==> src/rtl/seq_mult_32b_pkg.sv <==
// Shared constants and state encoding for the shift-add sequential multiplier.
package seq_mult_32b_pkg;

    localparam int WIDTH     = 32;
    localparam int LAST_ITER = 31;

    typedef enum logic [1:0] {
        IDLE = 2'b00,
        RUN  = 2'b01,
        DONE = 2'b10
    } state_t;

endpackage

==> src/rtl/and_32b.sv <==
// 32-bit bitwise AND block shared with the ALU datapath.
module and_32b (
    input  logic [31:0] a,
    input  logic [31:0] b,
    output logic [31:0] y
);

    assign y = a & b;

endmodule

==> src/rtl/seq_mult_ctrl.sv <==
// Sequencer for seq_mult_32b: FSM plus iteration counter, emitting load/shift strobes.
module seq_mult_ctrl #(
    parameter int CNT_W     = 6,
    parameter int LAST_ITER = seq_mult_32b_pkg::LAST_ITER
) (
    input  logic clk,
    input  logic reset,
    input  logic start,
    output logic busy,
    output logic done,
    output logic load,
    output logic shift_en
);

    import seq_mult_32b_pkg::*;

    state_t           state;
    state_t           state_next;
    logic [CNT_W-1:0] count;

    always_ff @(posedge clk) begin
        if (reset) begin
            state <= IDLE;
            count <= '0;
        end else begin
            state <= state_next;
            if (load)
                count <= '0;
            else if (shift_en)
                count <= count + CNT_W'(1);
        end
    end

    always_comb begin
        state_next = state;
        busy       = 1'b0;
        done       = 1'b0;
        load       = 1'b0;
        shift_en   = 1'b0;
        case (state)
            IDLE: begin
                if (start) begin
                    load       = 1'b1;
                    state_next = RUN;
                end
            end
            RUN: begin
                busy     = 1'b1;
                shift_en = 1'b1;
                if (count == CNT_W'(LAST_ITER))
                    state_next = DONE;
            end
            DONE: begin
                // A start in the done cycle chains straight into the next operation.
                done       = 1'b1;
                state_next = IDLE;
                if (start) begin
                    load       = 1'b1;
                    state_next = RUN;
                end
            end
            default: state_next = IDLE;
        endcase
    end

endmodule

==> src/rtl/seq_mult_32b.sv <==
// Unsigned shift-add sequential multiplier: one multiplier bit per cycle, 64-bit product.
module seq_mult_32b #(
    parameter int WIDTH = seq_mult_32b_pkg::WIDTH,
    parameter int CNT_W = 6
) (
    input  logic                 clk,
    input  logic                 reset,
    input  logic                 start,
    input  logic [WIDTH-1:0]     a,
    input  logic [WIDTH-1:0]     b,
    output logic                 busy,
    output logic                 done,
    output logic [2*WIDTH-1:0]   product
);

    import seq_mult_32b_pkg::*;

    logic             load;
    logic             shift_en;
    logic [WIDTH-1:0] mcand;
    logic [WIDTH-1:0] pp;
    logic [WIDTH:0]   sum;

    seq_mult_ctrl #(
        .CNT_W     (CNT_W),
        .LAST_ITER (WIDTH - 1)
    ) u_ctrl (
        .clk      (clk),
        .reset    (reset),
        .start    (start),
        .busy     (busy),
        .done     (done),
        .load     (load),
        .shift_en (shift_en)
    );

    and_32b u_and (
        .a (mcand),
        .b ({WIDTH{product[0]}}),
        .y (pp)
    );

    // Carry out of the high-half add lands in the product MSB on the shift.
    assign sum = {1'b0, product[2*WIDTH-1:WIDTH]} + {1'b0, pp};

    always_ff @(posedge clk) begin
        if (reset) begin
            mcand   <= '0;
            product <= '0;
        end else if (load) begin
            mcand   <= a;
            product <= {{WIDTH{1'b0}}, b};
        end else if (shift_en) begin
            product <= {sum, product[WIDTH-1:1]};
        end
    end

endmodule

==> config.mk <==
export PLATFORM = sky130hd
export DESIGN_NAME = seq_mult_32b
export DESIGN_NICKNAME = d
export VERILOG_FILES = /design/src/rtl/seq_mult_32b_pkg.sv /design/src/rtl/and_32b.sv /design/src/rtl/seq_mult_ctrl.sv /design/src/rtl/seq_mult_32b.sv
export SDC_FILE = /design/constraint.sdc
export NUM_CORES = 1
export LEC_CHECK = 0
export BUFFER_PORTS_ARGS = -buffer_cell sky130_fd_sc_hd__buf_2
export CAP_MARGIN = 10
export CORE_MARGIN = 4
export CORE_UTILIZATION = 54
export DETAILED_ROUTE_END_ITERATION = 8
export HOLD_SLACK_MARGIN = 0.03
export PLACE_DENSITY_LB_ADDON = 0.05
export SLEW_MARGIN = 20
export SYNTH_ARGS = -nofsm -noshare
export SYNTH_HDL_FRONTEND = slang
export SYNTH_SLANG_ARGS = --single-unit
export TNS_END_PERCENT = 100
==> constraint.sdc <==
create_clock -name clk -period 3.25 [get_ports clk]
set_input_delay 0.325 -clock clk [delete_from_list [all_inputs] [get_ports clk]]
set_output_delay 0.325 -clock clk [all_outputs]
set_load 0.1 [all_outputs]
==> run summary, run 1 <==
==========================================================================================
Total via count in the routed design                                                 5,379
Number of optimization iterations in the first detailed-route pass                       5
Pin count of the biggest net entering global routing                                    50
Post CTS Setup Buffer Count                                                              0
CP Launch Point                                                               product[0]$_SDFFE_PP0P_
CTS buffer count                                                                         9
Least-Margin Pin Slew                                                             0.760 ns
Min cycle time layout                                                              2.95 ns
Number of antenna violations at the first check in global routing                        0
Proportion of power drawn by the clock network                                       25.3%
Post-route DRC violation count                                                           0
Synthesis warning total                                                                  0
Post-route ant nets                                                                      0
Type of element launching the critical path                                           flop
Layout overhead on the synthesized area                                              15.9%
Worst-path cell chain                                                         buf_4 -> and2_1 -> ha_1 -> fa_1 -> a21oi_1 -> o21ai_2 -> o2111ai_2 -> a211oi_1 -> nor2_1 -> o21ai_1 -> a2111oi_2 -> nor3_1
Height of the die                                                                   110 um
Number of DRC markers in iteration 0                                                   245
Leakage                                                                         0.00292 uW
Clock edge transition at the registers on the reported setup and hold paths        0.10 ns
Initial Util                                                                         55.2%
Most heavily used metal layer in global routing                                       met2
Setup repair after global routing missed its margin                                  false
Register-to-register setup slack                                                   0.30 ns
Int Pwr                                                                            1790 uW
Final Slew Violations                                                                    0
Site row count                                                                          37
Met1 capacity usage during global routing                                            33.1%
Buffers from clock root to sink, at most                                                 2
Residual overflow from global routing                                                    0
Sw Share                                                                             37.4%
Count of cell types in the netlist                                                      57
Final clock period utilization by the worst path                                     90.8%
Worst min-delay path category                                                 input pin to flop
Horiz. Die Dim                                                                      110 um
Clock latency at the later pin of the worst-skew pair                              0.37 ns
Number of resized instances in the post-cts repair step                                  0
Mapped Cells                                                                           722
Worst reg2reg path startpoint                                                 product[0]$_SDFFE_PP0P_
Instance count after placement with tap cells included                                 954
Final WL                                                                         15,100 um
Worst Clk Skew                                                                   0.0124 ns
Layout Cells excl Fill                                                                 970
Max-capacitance violation count                                                          0
Proportion of synthesized chip area in sequential cells                              36.9%
Number of nets in the layout                                                           930
Outcome                                                                       complete, no violations
Root Buffer Master                                                            sky130_fd_sc_hd__clkbuf_8
Register Area                                                                 0.00208 mm^2
Vias per cell                                                                         5.55
Top-level I/O count                                                                    133
Most used flip-flop cell after synthesis                                      sky130_fd_sc_hd__dfxtp_1
Total clock sinks                                                                      104
Total area of multi-input combinational cells                                 0.00335 mm^2
Number of I/O port buffers                                                             132
Synthesized net count                                                                  823
Post-synth ARST share                                                                   0%
Die Outline Area                                                               0.0122 mm^2
Critical path start-end classification                                        flop to flop
Number of enable flip-flop cells after synthesis                                         0
Slowest CP cell                                                               sky130_fd_sc_hd__fa_1
#FFs+latches synth                                                                     104
Tightest hold margin                                                              0.180 ns
First-pass GRT wire length                                                       24,200 um
Fraction of power consumed by sequential logic                                       48.8%
Total Routing Usage GR                                                               25.0%
Routed wirelength normalized by instance count                                     15.5 um
Maximum VDD drop                                                                0.000351 V
Ant diodes                                                                               0
Fraction of layout cells with a size suffix above 1                                  21.1%
F_max                                                                              339 MHz
Fraction of met3 tracks used by global routing                                       4.83%
Filler instances                                                                       965
Critical Path End Type                                                                flop
Slew Limit Headroom                                                                  49.1%
H-tree depth                                                                             3
Crit path largest cell delay                                                       0.41 ns
Number of global-route vias before repair                                            5,033
Floorplan core area                                                            0.0102 mm^2
Reg2reg end                                                                   product[63]$_SDFFE_PP0P_
Average size of a mapped cell                                                    7.82 um^2
Area after detailed placement                                                 0.00637 mm^2
Required time of the critical path                                                 3.50 ns
Most common cell after layout, fill and taps aside                            sky130_fd_sc_hd__buf_2
Destination of the critical timing path                                       product[63]$_SDFFE_PP0P_
Post-Synthesis Cell Area                                                      0.00565 mm^2
Number of setup violations in the final report                                           0
Total of hold buffers inserted after clock tree synthesis                                0
Critical path data arrival time                                                    3.20 ns
Final Hold Vio Count                                                                     0
Worst reg-to-reg path cell count                                                        12
Switching power of the nets                                                        1070 uW
Met2 demand-to-capacity share in global routing                                      41.3%
CTS tree                                                                               yes
Maximum fanout along the worst path                                                     17
Final Cell Area                                                               0.00654 mm^2
Total negative slack for setup checks                                                 0 ns
DPL Wire Length                                                                  11,000 um
Portion of total power attributed to combinational logic                             25.9%
Most used cells in the layout excluding fill and tap cells                    sky130_fd_sc_hd__buf_2 (132), sky130_fd_sc_hd__nand2_1 (131), sky130_fd_sc_hd__dfxtp_1 (104), sky130_fd_sc_hd__a21oi_1 (77), sky130_fd_sc_hd__nor2_1 (48)
Routability Congestion                                                               0.909
Pwr Density                                                                    438 mW/mm^2
==========================================================================================
==> layout make-up <==
type                    instances  area share, %
well taps                     136           2.60
clock inverters                 5          0.497
clock buffers                  11           2.01
multi-input cells             562           51.2
repair buffers                143           11.4
flip-flops and latches        104           31.8
inverters                       9          0.516
==> power groups by stage <==
stage | clock network, uW | registers [uW] | logic (uW)
floorplan | 0 | 1750 | 247
global placement | 0 | 1420 | 733
detailed placement | 0 | 1420 | 743
CTS | 747 | 1400 | 744
global route | 792 | 1410 | 789
finish | 725 | 1400 | 740
==> worst min-delay path by stage <==
stage / from / to / slack, ns / cells after the start
floorplan: u_ctrl.count[5]$_SDFFE_PP0P_ / u_ctrl.state[1]$_SDFFE_PP0P_ / 0.43 / 1
global placement: mcand[28]$_SDFFE_PP0P_ / mcand[28]$_SDFFE_PP0P_ / 0.44 / 2
detailed placement: mcand[12]$_SDFFE_PP0P_ / mcand[12]$_SDFFE_PP0P_ / 0.44 / 2
CTS: a[17] / mcand[17]$_SDFFE_PP0P_ / 0.17 / 3
global route: a[2] / mcand[2]$_SDFFE_PP0P_ / 0.17 / 3
finish: a[13] / mcand[13]$_SDFFE_PP0P_ / 0.18 / 3
==> cell usage after synthesis, types with 2 or more instances <==
master	n	area share, %
sky130_fd_sc_hd__a2111oi_2	2	0.53
sky130_fd_sc_hd__a211o_1	2	0.31
sky130_fd_sc_hd__a211oi_1	6	0.80
sky130_fd_sc_hd__a21o_1	12	1.6
sky130_fd_sc_hd__a21oi_1	77	6.8
sky130_fd_sc_hd__a21oi_2	2	0.31
sky130_fd_sc_hd__a31oi_1	4	0.44
sky130_fd_sc_hd__and2_1	33	3.7
sky130_fd_sc_hd__and3_1	2	0.22
sky130_fd_sc_hd__and4_1	2	0.31
sky130_fd_sc_hd__buf_1	7	0.47
sky130_fd_sc_hd__buf_2	2	0.18
sky130_fd_sc_hd__buf_4	3	0.40
sky130_fd_sc_hd__clkbuf_1	34	2.3
sky130_fd_sc_hd__dfxtp_1	104	37
sky130_fd_sc_hd__ha_1	33	7.3
sky130_fd_sc_hd__inv_1	8	0.53
sky130_fd_sc_hd__mux2i_1	2	0.35
sky130_fd_sc_hd__nand2_1	132	8.8
sky130_fd_sc_hd__nand2_2	2	0.22
sky130_fd_sc_hd__nand2b_1	4	0.44
sky130_fd_sc_hd__nand3_1	10	0.89
sky130_fd_sc_hd__nand4_1	10	1.1
sky130_fd_sc_hd__nor2_1	48	3.2
sky130_fd_sc_hd__nor2b_1	7	0.78
sky130_fd_sc_hd__nor3_1	38	3.4
sky130_fd_sc_hd__nor4_1	2	0.22
sky130_fd_sc_hd__o21a_1	5	0.66
sky130_fd_sc_hd__o21ai_0	24	2.1
sky130_fd_sc_hd__o21ai_1	9	0.80
sky130_fd_sc_hd__o21bai_1	4	0.53
sky130_fd_sc_hd__o22ai_1	32	3.5
sky130_fd_sc_hd__o31ai_1	4	0.53
sky130_fd_sc_hd__or3_1	3	0.33
sky130_fd_sc_hd__xnor2_1	19	2.9
sky130_fd_sc_hd__xor2_1	13	2.0
==> through the flow <==
step | utilization [%] | power (uW) | setup WS [ns]
detailed placement | 62.3 | 2170 | 0.323
global route | 63.9 | 2990 | 0.0834
floorplan | - | 2000 | 0.0196
finish | 63.9 | 2860 | 0.299
global placement | 62.3 | 2160 | 0.449
CTS | 63.9 | 2890 | 0.299
==> per-layer routing <==
metal | up-vias | share of wire, %
li1 | 2739 | -
met1 | 2480 | 46
met2 | 142 | 46
met3 | 18 | 6.0
met4 | 0 | 1.3
met5 | - | 0
==> state kept, by name (all words and copies together) (netlist names) <==
register / count
mcand: 32
product: 64
u_ctrl.count: 6
u_ctrl.state: 2
==> critical path: cells and delay by family (launching register included) <==
family | cells | cell delay [ns]
AOI/OAI and AO/OA | 6 | 1.22
buffers and inverters | 1 | 0.18
DFF | 1 | 0.33
and+or+nand+nor | 3 | 0.46
adders and majority gates | 2 | 0.62
==> cells by family (layout without fill, tap and decap cells) <==
logic type                 Yosys count  in the layout  share of synthesized area [%]
AOI/OAI and AO/OA                  197            197                           21.8
xor gates and xnor gates            32             32                           4.96
adders and majority gates           34             34                           7.67
buffers and inverters               56            168                           3.99
DFF                                104            104                           36.9
muxes                                2              2                          0.355
and+or+nand+nor                    297            297                           24.4
Note: power is estimated with default switching activity, not from simulation.
==> run 2: changes to the inputs <==
- CORE_UTILIZATION: 54 -> 40
- PLACE_DENSITY_LB_ADDON: 0.05 -> 0.3
==> run 2 against run 1 <==
Effect of this change:
- global-route usage down 6.4 points
- wire length fell by 1.0%
- flip-flop and latch count unchanged
- sequential share of layout area decreased by 0.86 points
- first-iteration DRC count decreased by 33%
- design area increased by 2.8%
- hold slack gained 0.020 ns
- combinational power decreased by 0.5%
- final cell count rose by 4.6%
- critical endpoint is now product[60]$_SDFFE_PP0P_
- core utilization is 15 points lower
- via count fell by 0.84%
- clock skew shrank 0.0019 ns
==> run summary, run 2 (synthesis results as in run 1) <==
==========================================================================================
Crit path largest cell delay                                                       0.44 ns   +0.03 ns
Horiz. Die Dim                                                                      127 um   +15%
Number of optimization iterations in the first detailed-route pass                       4   -1
Slowest CP cell                                                               sky130_fd_sc_hd__ha_1
Top-level I/O count                                                                    133   unchanged
Hold Crit Depth                                                                          3   unchanged
Root Buffer Master                                                            sky130_fd_sc_hd__clkbuf_16
Leakage                                                                         0.00298 uW   +2.0%
Maximum VDD drop                                                                0.000346 V   -1.4%
Ant diodes                                                                               0   unchanged
Number of I/O port buffers                                                             132   unchanged
Number of setup violations in the final report                                           0   unchanged
Placement-stage worst setup slack                                                 0.380 ns   +0.0569 ns
Critical path start-end classification                                        flop to flop
Least-Margin Pin Slew                                                             0.719 ns   -0.0415 ns
Number of DRC markers in iteration 0                                                   163   -33%
DPL Wire Length                                                                  11,000 um   +0.57%
Beginning of the worst hold path                                                      a[3]
Number of global-route vias before repair                                            5,161   +2.5%
Height of the die                                                                   127 um   +15%
Worst reg2reg path startpoint                                                 product[0]$_SDFFE_PP0P_
Largest registers ranked by flip-flop count                                   product (64), mcand (32), u_ctrl.count (6)
Vias per cell                                                                         5.26   -5.2%
Initial Util                                                                         40.8%   -14 points
Total negative slack for setup checks                                                 0 ns   unchanged
Fraction of power consumed by sequential logic                                       44.1%   -4.7 points
Hold EP                                                                       mcand[3]$_SDFFE_PP0P_
Count of buffer and inverter cells on the critical path                                  1   unchanged
CTS buffer count                                                                         9   unchanged
Total via count in the routed design                                                 5,334   -0.84%
Site row count                                                                          43   +16%
Switching power of the nets                                                        1130 uW   +5.5%
Proportion of power drawn by the clock network                                       32.8%   +7.5 points
Final WL                                                                         14,900 um   -1.0%
Register containing the most flip-flops in the final layout                        product
Max-capacitance violation count                                                          0   unchanged
Type of element launching the critical path                                           flop
Int Pwr                                                                            2050 uW   +14%
Critical path data arrival time                                                    3.10 ns   -0.10 ns
Clock latency at the later pin of the worst-skew pair                              0.35 ns   -0.02 ns
Setup repair after global routing missed its margin                                  false
H-tree depth                                                                             3   unchanged
Final Hold Vio Count                                                                     0   unchanged
Pwr Density                                                                    473 mW/mm^2   +8.0%
CTS tree                                                                               yes
Outcome                                                                       complete, no violations
Post-route ant nets                                                                      0   unchanged
Worst-path cell chain                                                         buf_4 -> and2_1 -> ha_1 -> nand4_1 -> or3_1 -> o31ai_1 -> a221o_1 -> mux2i_1 -> nand3_1
Worst Clk Skew                                                                   0.0105 ns   -0.00189 ns
Worst reg-to-reg path cell count                                                         9   -3
Portion of total power attributed to combinational logic                             23.2%   -2.7 points
Number of resized instances in the post-cts repair step                                  0   unchanged
Routability Congestion                                                               0.884   -2.7%
Required time of the critical path                                                 3.49 ns   about the same
Total clock sinks                                                                      104   unchanged
Sw Share                                                                             35.6%   -1.9 points
Family with the most delay on the worst path                                  simple AND/OR/NAND/NOR gates
Post CTS Setup Buffer Count                                                              0   unchanged
Number of antenna violations at the first check in global routing                        1   +1
Reg2reg end                                                                   product[60]$_SDFFE_PP0P_
Post-route DRC violation count                                                           0   unchanged
Floorplan core area                                                            0.0138 mm^2   +35%
Final Slew Violations                                                                    0   unchanged
Total of hold buffers inserted after clock tree synthesis                                0   unchanged
First-pass GRT wire length                                                       24,600 um   +1.8%
Number of nets in the layout                                                           931   +0.11%
Worst min-delay path category                                                 input pin to flop
Pin count of the biggest net entering global routing                                    65   +30%
Residual overflow from global routing                                                    0   unchanged
Critical Path End Type                                                                flop
Flip-flop count of the largest register after layout                                    64   unchanged
Fraction of layout cells with a size suffix above 1                                  21.3%   +0.21 points
Final clock period utilization by the worst path                                     88.2%   -2.6 points
Total Routing Usage GR                                                               18.5%   -6.4 points
Most used cells in the layout excluding fill and tap cells                    sky130_fd_sc_hd__nand2_1 (132), sky130_fd_sc_hd__buf_2 (132), sky130_fd_sc_hd__dfxtp_1 (104), sky130_fd_sc_hd__a21oi_1 (77), sky130_fd_sc_hd__nor2_1 (48)
Die Outline Area                                                               0.0161 mm^2   +32%
Min cycle time layout                                                              2.87 ns   -0.0845 ns
Final WS setup                                                                    0.384 ns   +0.0845 ns
Clock edge transition at the registers on the reported setup and hold paths        0.07 ns   -0.03 ns
Maximum fanout along the worst path                                                     19   +2
Slew Limit Headroom                                                                  51.9%   +2.8 points
Routed wirelength normalized by instance count                                     14.7 um   -5.4%
F_max                                                                              349 MHz   +2.9%
Layout overhead on the synthesized area                                              19.1%
Register-to-register setup slack                                                   0.38 ns   +0.08 ns
Buffers from clock root to sink, at most                                                 2   unchanged
==========================================================================================
## run 2: changes by cell type in the layout (fill, tap and decap cells not counted)
| cell | change |
|---|---|
| sky130_fd_sc_hd__buf_4 | +1 |
| sky130_fd_sc_hd__nand2_2 | -1 |
| sky130_fd_sc_hd__nand2_1 | +1 |
| sky130_fd_sc_hd__clkbuf_1 | -2 |
| sky130_fd_sc_hd__clkbuf_16 | +9 |
| sky130_fd_sc_hd__clkinvlp_4 | +1 |
| sky130_fd_sc_hd__clkinv_2 | -2 |
| sky130_fd_sc_hd__inv_6 | +1 |
| sky130_fd_sc_hd__clkbuf_8 | -9 |
| sky130_fd_sc_hd__inv_8 | +2 |
## run 2: worst max-delay path by stage
stage | slack (ns) | startpoint | end | cells after the start
6_report | 0.38 | product[0]$_SDFFE_PP0P_ | product[60]$_SDFFE_PP0P_ | 9
5_1_grt | 0.15 | product[0]$_SDFFE_PP0P_ | product[63]$_SDFFE_PP0P_ | 11
4_1_cts | 0.37 | product[0]$_SDFFE_PP0P_ | product[60]$_SDFFE_PP0P_ | 9
3_5_place_dp | 0.38 | product[0]$_SDFFE_PP0P_ | product[60]$_SDFFE_PP0P_ | 9
3_3_place_gp | 0.51 | product[0]$_SDFFE_PP0P_ | product[60]$_SDFFE_PP0P_ | 9
2_1_floorplan | 0.02 | product[0]$_SDFFE_PP0P_ | product[63]$_SDFFE_PP0P_ | 12
## run 2: per-layer routing
| layer | wire length (um) | vias to the layer above | track usage, % |
|---|---|---|---|
| li1 | - | 2753 | - |
| met1 | 6800 | 2425 | 23.6 |
| met2 | 6890 | 136 | 30.7 |
| met3 | 993 | 18 | 5.31 |
| met4 | 213 | 2 | 4.98 |
| met5 | 7 | - | 0 |
## run 2: area by class of cell
| class | instances | area (um^2) |
|---|---|---|
| fill | 1401 | 7100 |
| timing repair buffer | 144 | 751 |
| clock inverter | 7 | 61.3 |
| tap | 180 | 225 |
| inverter | 9 | 33.8 |
| sequential | 104 | 2080 |
| multi-input combinational | 562 | 3350 |
| clock buffer | 9 | 225 |
## run 2: metrics by stage
step,utilization (%),total power [uW],hold slack [ns],cells,instance area [um^2]
2_1_floorplan,-,2000,0.432,722,5650
3_3_place_gp,46.6,2160,0.438,999,6440
3_5_place_dp,46.6,2170,0.444,999,6440
4_1_cts,48.6,3220,0.187,1015,6720
5_1_grt,48.6,3320,0.200,1015,6720
6_report,48.6,3180,0.200,1015,6720
## run 2: power groups by stage
stage	Combinational (uW)	Clock [uW]	Sequential, uW
floorplan	247	0	1750
global placement	736	0	1430
detailed placement	741	0	1430
CTS	741	1080	1400
global route	787	1120	1410
finish	736	1040	1400
## run 2: worst register-to-register path, stage by stage, from the launching register on
cell and delay (ns):
sky130_fd_sc_hd__dfxtp_1 0.36, sky130_fd_sc_hd__buf_4 0.21, sky130_fd_sc_hd__and2_1 0.17, sky130_fd_sc_hd__ha_1 0.44
sky130_fd_sc_hd__nand4_1 0.21, sky130_fd_sc_hd__or3_1 0.39, sky130_fd_sc_hd__o31ai_1 0.41, sky130_fd_sc_hd__a221o_1 0.30
sky130_fd_sc_hd__mux2i_1 0.19, sky130_fd_sc_hd__nand3_1 0.08
